--- src/rtl/dvi_fb_arbiter.sv ---
`default_nettype none
// +----------------------------------------------------------------------------+
// | dvi_fb_arbiter: shares a sync-read frame memory between line prefetch and  |
// | host writes. Optional macro ARB_WR_SLOT_EN opens host write slots in FETCH.|
// | Revision: 1.0                                                              |
// +----------------------------------------------------------------------------+
module dvi_fb_arbiter #(
  parameter int ADDR_W         = 15,
  parameter int DATA_W         = 8,
  parameter int LINE_WORDS     = 80,
  parameter int LB_ADDR_W      = 7,
  parameter int WR_SLOT_PERIOD = 4
) (
  input  logic                 clk_i,
  input  logic                 rst_i,
  input  logic                 fetch_req_i,
  input  logic [ADDR_W-1:0]    fetch_base_i,
  output logic                 fetch_done_o,
  output logic                 busy_o,
  output logic                 fetch_overrun_o,
  input  logic                 wr_valid_i,
  output logic                 wr_ready_o,
  input  logic [ADDR_W-1:0]    wr_addr_i,
  input  logic [DATA_W-1:0]    wr_data_i,
  output logic                 mem_en_o,
  output logic                 mem_we_o,
  output logic [ADDR_W-1:0]    mem_addr_o,
  output logic [DATA_W-1:0]    mem_wdata_o,
  input  logic [DATA_W-1:0]    mem_rdata_i,
  output logic                 lb_we_o,
  output logic [LB_ADDR_W-1:0] lb_addr_o,
  output logic [DATA_W-1:0]    lb_data_o
);

  typedef enum logic [1:0] {
    ST_IDLE  = 2'd0,
    ST_FETCH = 2'd1,
    ST_DRAIN = 2'd2
  } state_t;

  localparam logic [LB_ADDR_W-1:0] c_last_cnt = LB_ADDR_W'(LINE_WORDS - 1);

  state_t               r_state;
  state_t               w_state_nxt;
  logic [ADDR_W-1:0]    r_base;
  logic [LB_ADDR_W-1:0] r_cnt;
  logic [LB_ADDR_W-1:0] r_lb_addr;
  logic                 r_lb_vld;
  logic                 r_overrun;
  logic                 w_wr_slot;
  logic                 w_rd_issue;
  logic                 w_wr_issue;
  logic                 w_last_rd;

`ifdef ARB_WR_SLOT_EN
  localparam int SLOT_W = (WR_SLOT_PERIOD > 1) ? $clog2(WR_SLOT_PERIOD) : 1;
  localparam logic [SLOT_W-1:0] c_slot_last = SLOT_W'(WR_SLOT_PERIOD - 1);

  logic [SLOT_W-1:0] r_slot_cnt;

  // Counts cycles spent in FETCH; the last phase of each period is a write slot.
  always_ff @(posedge clk_i) begin
    if (rst_i || r_state != ST_FETCH) begin
      r_slot_cnt <= '0;
    end else if (r_slot_cnt == c_slot_last) begin
      r_slot_cnt <= '0;
    end else begin
      r_slot_cnt <= r_slot_cnt + 1'b1;
    end
  end

  assign w_wr_slot  = (r_state == ST_FETCH) && (r_slot_cnt == c_slot_last) && wr_valid_i;
  assign wr_ready_o = !rst_i && (((r_state == ST_IDLE) && !fetch_req_i) ||
                                 (r_state == ST_DRAIN) || w_wr_slot);
`else
  logic w_unused_slot;
  assign w_unused_slot = (WR_SLOT_PERIOD > 0);
  assign w_wr_slot     = 1'b0;
  assign wr_ready_o    = !rst_i && (r_state == ST_IDLE) && !fetch_req_i;
`endif

  assign w_rd_issue = !rst_i && (r_state == ST_FETCH) && !w_wr_slot;
  assign w_wr_issue = wr_valid_i && wr_ready_o;
  assign w_last_rd  = w_rd_issue && (r_cnt == c_last_cnt);

  always_ff @(posedge clk_i) begin
    if (rst_i) begin
      r_state   <= ST_IDLE;
      r_base    <= '0;
      r_cnt     <= '0;
      r_lb_addr <= '0;
      r_lb_vld  <= 1'b0;
      r_overrun <= 1'b0;
    end else begin
      r_state  <= w_state_nxt;
      r_lb_vld <= w_rd_issue;
      if (w_rd_issue) begin
        r_lb_addr <= r_cnt;
        r_cnt     <= r_cnt + 1'b1;
      end
      if ((r_state == ST_IDLE) && fetch_req_i) begin
        r_base <= fetch_base_i;
        r_cnt  <= '0;
      end
      if ((r_state != ST_IDLE) && fetch_req_i) begin
        r_overrun <= 1'b1;
      end
    end
  end

  always_comb begin
    w_state_nxt = r_state;
    unique case (r_state)
      ST_IDLE:  if (fetch_req_i) w_state_nxt = ST_FETCH;
      ST_FETCH: if (w_last_rd)   w_state_nxt = ST_DRAIN;
      ST_DRAIN: w_state_nxt = ST_IDLE;
      default:  w_state_nxt = ST_IDLE;
    endcase
  end

  // A read and a host write never coincide: ready is withheld whenever a read issues.
  always_comb begin
    mem_en_o    = 1'b0;
    mem_we_o    = 1'b0;
    mem_addr_o  = '0;
    mem_wdata_o = '0;
    if (w_rd_issue) begin
      mem_en_o   = 1'b1;
      mem_addr_o = r_base + ADDR_W'(r_cnt);
    end else if (w_wr_issue) begin
      mem_en_o    = 1'b1;
      mem_we_o    = 1'b1;
      mem_addr_o  = wr_addr_i;
      mem_wdata_o = wr_data_i;
    end
  end

  assign busy_o          = !rst_i && (r_state != ST_IDLE);
  assign fetch_done_o    = !rst_i && (r_state == ST_DRAIN);
  assign fetch_overrun_o = r_overrun;
  assign lb_we_o         = !rst_i && r_lb_vld;
  assign lb_addr_o       = r_lb_addr;
  assign lb_data_o       = mem_rdata_i;

endmodule
`default_nettype wire

--- config.mk ---
export PLATFORM = sky130hd
export DESIGN_NAME = dvi_fb_arbiter
export DESIGN_NICKNAME = d
export VERILOG_FILES = /design/src/rtl/dvi_fb_arbiter.sv
export SDC_FILE = /design/constraint.sdc
export NUM_CORES = 1
export LEC_CHECK = 0
export ABC_CLOCK_PERIOD_IN_PS = 2300
export CORE_UTILIZATION = 37
export DETAILED_ROUTE_END_ITERATION = 6
export PLACE_DENSITY_LB_ADDON = 0.05
export SYNTH_ARGS = -nofsm -noshare
export SYNTH_HDL_FRONTEND = slang
export SYNTH_SLANG_ARGS = --single-unit
--- constraint.sdc ---
create_clock -name clk_i -period 2.3 [get_ports clk_i]
set_clock_uncertainty 0.15 [all_clocks]
set_input_delay 0.46 -clock clk_i [delete_from_list [all_inputs] [get_ports clk_i]]
set_output_delay 0.46 -clock clk_i [all_outputs]
set_load 0.02 [all_outputs]
After elaboration in Yosys (flattened, before gate mapping)
Cells that the tools add are included.
{"block": "classes", "shifts": 0, "n_reduce_logical": 16, "n_bitwise": 0, "div_mod_pow": 0, "eq_ne": 5, "n_mul": 0, "n_lt_le_gt_ge": 0, "n_addsub": 2, "muxes": 10}
{"op": "two-way mux 15 bit", "n": 2}
{"op": "two-way mux 8 bit", "n": 2}
{"op": "adder 15 x 7 -> 15 bit", "n": 1}
{"op": "logical AND 1 bit", "n": 10}
{"op": "adder 7 x 1 -> 7 bit, second input constant", "n": 1}
{"op": "== test 7 bit, second input constant", "n": 1}
{"op": "two-way mux 2 bit", "n": 2}
{"op": "!= test 2 bit, second input constant", "n": 2}
{"op": "case mux 2 bit (2 select lines)", "n": 1}
{"op": "two-way mux 1 bit", "n": 3}
{"op": "== test 2 x 1 -> 1 bit, second input constant", "n": 1}
{"op": "== test 2 bit, second input constant", "n": 1}
{"op": "zero test 1 bit", "n": 2}
{"op": "zero test 2 bit", "n": 1}
{"op": "AND reduction 2 bit", "n": 1}
{"op": "nonzero test 2 bit", "n": 1}
{"op": "OR reduction 2 bit", "n": 1}
{"block": "word_totals", "ramBits": 0, "input_bits": 50, "regBits": 33, "mem_count": 0, "latchBits": 0, "elab_cells": 39, "rom_bits": 0}

Logic depth before layout (Yosys ltp)
{"block": "depth", "word_depth": 6, "ltp_mapped": 8, "depth_no_buf": 8}

Worst setup path before layout
OpenSTA, ideal clock, no wires.
{"block": "synth_path", "path_type": "register -> output", "startpoint": "register r_cnt[0]", "endpoint": "output mem_addr_o[10]", "path_stages_with_launch": 9, "required_time_ps": 1690, "arrival_ps": 2160, "path_buffers": 0, "slack_ps": -470, "path_cell_list": "dfxtp_1 -> ha_1 -> inv_1 -> fa_1 -> nand2b_1 -> a21o_1 -> a211oi_1 -> xnor2_1 -> o21ai_0"}
{"block": "synth_via", "elab_chain_len": 2}
{"element": "start: declaration", "line_no": "46", "text": "logic [LB_ADDR_W-1:0] r_cnt;"}
{"element": "start signal: assignment", "line_no": "99", "text": "r_cnt <= r_cnt + 1'b1;"}
{"element": "adder 15 x 7 -> 15 bit", "line_no": "129", "text": "mem_addr_o = r_base + ADDR_W'(r_cnt);"}
{"element": "two-way mux 15 bit", "line_no": "127", "text": "if (w_rd_issue) begin"}
{"element": "end: declaration", "line_no": "27", "text": "output logic [ADDR_W-1:0] mem_addr_o,"}
Every way passes these cells.

Final worst setup path
{"block": "layout_path", "startpoint": "register r_base[0]", "endpoint": "output mem_addr_o[10]"}
{"block": "layout_via", "elab_chain_len": 2}
{"element": "start: declaration", "line_no": "45", "text": "logic [ADDR_W-1:0] r_base;"}
{"element": "start signal: assignment", "line_no": "102", "text": "r_base <= fetch_base_i;"}
{"element": "adder 15 x 7 -> 15 bit", "line_no": "129"}
{"element": "two-way mux 15 bit", "line_no": "127"}
Every way passes these cells.

==> qor.yml <==
synthesis:
  yosysUniqueCellTypes: 42
  synth_area_per_cell_um2: 8.65
  synth-async-reset-ratio_pct: 0
  yosysTopAreaCell: "dfxtp_1"
  synth_most_common_cell: "nand2_1"
  synth-edff-count: 0
  synth_top_area_share_pct: 33.7
  yosys_warnings: 0
  seq_area_frac_synth_pct: 33.7
  synth_area_leaders: "dfxtp_1 (34%), nand2_1 (6.9%), ha_1 (5.1%)"
  synth-main-ff-cell: "dfxtp_1"
  synth_commonest_cells: "nand2_1 (36), dfxtp_1 (33), nor2_1 (17)"
  synth_nets: 286
  postSynthCellCount: 227
  synth_seq_cells: 33
  synth_area_um2: 1960
clock_tree:
  cts_root_buf: "clkbuf_8"
  clockBufferDepth: 2
  cts_tree: "built"
  cts.sinks: 33
  holdBufCountCts: 0
  insertion_delay_ns: 0.28
  htreeDepth: 2
  clkSlewWorstSetupHoldPaths_ns: 0.07
  cts_buffers: 5
power_and_ir_drop:
  internal_power_mw: 1.02
  p_leak_nw: 1.41
  pwr-share-comb_pct: 27.2
  report.power.total_mw: 1.41
  power_frac_clock_pct: 28.6
  power_frac_seq_pct: 44.2
  ir_worst_vdd_mv: 0.536
  power_per_cell_area_nw_per_um2: 418
  switchingPower_mw: 0.393
  netSwitchingFraction_pct: 27.9
die:
  die_width_um: 74.8
  row_count: 26
  die-area_um2: 5600
  die_h_um: 74.8
  io_pins: 95
  start_util_pct: 38.4
  coreArea_um2: 5110
placement:
  dp_cells: 399
  pre_cts_ws_ns: -0.678
  port-buffer-count: 78
  hpwlAfterDp_um: 4040
  gp_congestion: 0.749
timing:
  fin_crit_ns: 2.70
  worst_slew_pin_slew_ns: 0.739
  fin_crit_sh_pct: 117
  slew_violations: 0
  finalSetupViolCount: 13
  maxSlewHeadroom_pct: 50.7
  rsz0062_at_grt: "true"
  max_freq_mhz: 370
  setup_slack_ns: -0.401
  timing.final.hold_violations: 0
  setup_tns_ns: -3.37
status:
  violations: "negative setup slack"
  outcome: "finished, violations left"
critical_path:
  endpoint_kind: "primary output"
  cp_cell_sequence: "ha_4 > inv_2 > fa_2 > nand2b_4 > a21o_4 > a211oi_2 > xnor2_1 > o21ai_2 > buf_6"
  critPathMaxFanout: 5
  cp_slowest_cell: "dfxtp_2"
  startpoint_type: "register"
  r2r.worst_path.cells: 8
  r2r-start: "r_cnt[1]"
  crit_family: "compound AO/OA/AOI/OAI gates"
  worstReg2RegEnd: "r_state[0]"
  path_buf_inv: 2
  cp.arrival_ns: 2.09
  max_stage_delay_ns: 0.35
  required_ns: 1.69
  rrSetupSlack_ns: 0.59
  worstSetupPathType: "reg -> out"
cells_and_area:
  nets: 405
  n_antenna_cell: 0
  drive_gt1_share_pct: 41.3
  layoutNonFillerInstCount: 416
  fillCellCount: 447
  area_growth_pct: 71.8
global_route:
  grt_use_total_pct: 18.8
  grt_pass1_vias: 1702
  antenna_found_initial: 0
  grt_pass1_wl_um: 7850
  grt_max_degree: 18
  grt_overflow_total: 0
min_path:
  hold_path_depth: 2
  hp-class: "reg -> reg"
  min_to: "lb_addr_o[4]"
  worstHoldStart: "lb_addr_o[4]"
detailed_routing:
  vias: 1990
  wl_um: 5370
  routedWlPerCell_um: 12.9
  vias_per_cell: 4.78
  drt_first_pass_iters: 6
  ant_nets: 0
  drc: 0
  drt-initial-drc-count: 38
run:
  max_cap_violations: 0
-- stage by stage --
step | area [um2] | utilization, % | hold WS [ns]
3_5_place_dp | 3100 | 60.7 | 0.298
3_3_place_gp | 3100 | 60.7 | 0.295
4_1_cts | 3280 | 64.3 | 0.307
2_1_floorplan | 2030 | - | 0.306
6_report | 3370 | 66.0 | 0.305
5_1_grt | 3370 | 66.0 | 0.330
-- area by class of cell --
cell class                 instances  area [um2]  area share [%]
timing repair buffer             129        1140            33.7
inverter                           5        23.8           0.705
tap                               70        87.6            2.60
clock buffer                       6        72.6            2.15
sequential                        33         677            20.1
multi-input combinational        172        1370            40.7
clock inverter                     1        5.00           0.148
-- power groups by stage --
stage	Clock [mW]	Combinational, mW	Sequential, mW
2_1_floorplan	0	0.184	0.635
3_3_place_gp	0	0.364	0.629
3_5_place_dp	0	0.366	0.629
4_1_cts	0.414	0.371	0.619
5_1_grt	0.440	0.412	0.625
6_report	0.403	0.384	0.622
-- cell families after synthesis --
kind of cell / synth area share [%]
compound gates: 22.6
flops: 33.7
simple gates: 22.5
xor+xnor: 7.14
buf+inv: 8.03
fa+ha+maj: 6.12
-- flip-flops by register name (all words and copies together), names as in the netlist --
| signal | count |
|---|---|
| fetch_overrun_o | 1 |
| r_cnt | 7 |
| r_lb_vld | 1 |
| lb_addr_o | 7 |
| r_base | 15 |
| r_state | 2 |
-- tightest hold or removal path, stage by stage (launching register included) --
cell and delay, ns:
dfxtp_1 0.31, nand2_1 0.05, a21oi_1 0.05
-- timing repair --
action / in CTS / in global routing
pin swaps: 26 / 22
buffers inserted: 8 / 3
resized for setup: 119 / 38
endpoints found under the setup margin: 43 / 28
-- worst max path at each step --
stage	slack, ns	cells after the start	startpoint	endpoint
5_1_grt	-0.48	9	r_base[0]	mem_addr_o[10]
6_report	-0.40	9	r_base[0]	mem_addr_o[10]
2_1_floorplan	-0.12	8	r_cnt[0]	mem_addr_o[12]
3_3_place_gp	-0.62	9	r_base[0]	mem_addr_o[12]
4_1_cts	-0.44	9	r_base[0]	mem_addr_o[10]
3_5_place_dp	-0.68	9	r_base[0]	mem_addr_o[14]
-- metal layers --
metal	share of wire (%)	wire [um]	global-route usage (%)
met5	0	0	0
met4	1.5	78	6.92
met3	6.4	341	4.69
met2	44	2370	29.6
met1	48	2580	24.9
-- cells in the final DEF (no fill, tap or decap), types with 8 or more instances in the layout --
cell,n
buf_4,52
clkdlybuf4s50_1,47
nand2_1,33
dfxtp_1,22
nor2_1,17
a21oi_1,12
o21ai_2,12
xor2_1,11
and3_1,10
dfxtp_2,10
buf_6,9
a22o_2,8
Power figures use the tool's default switching activity.
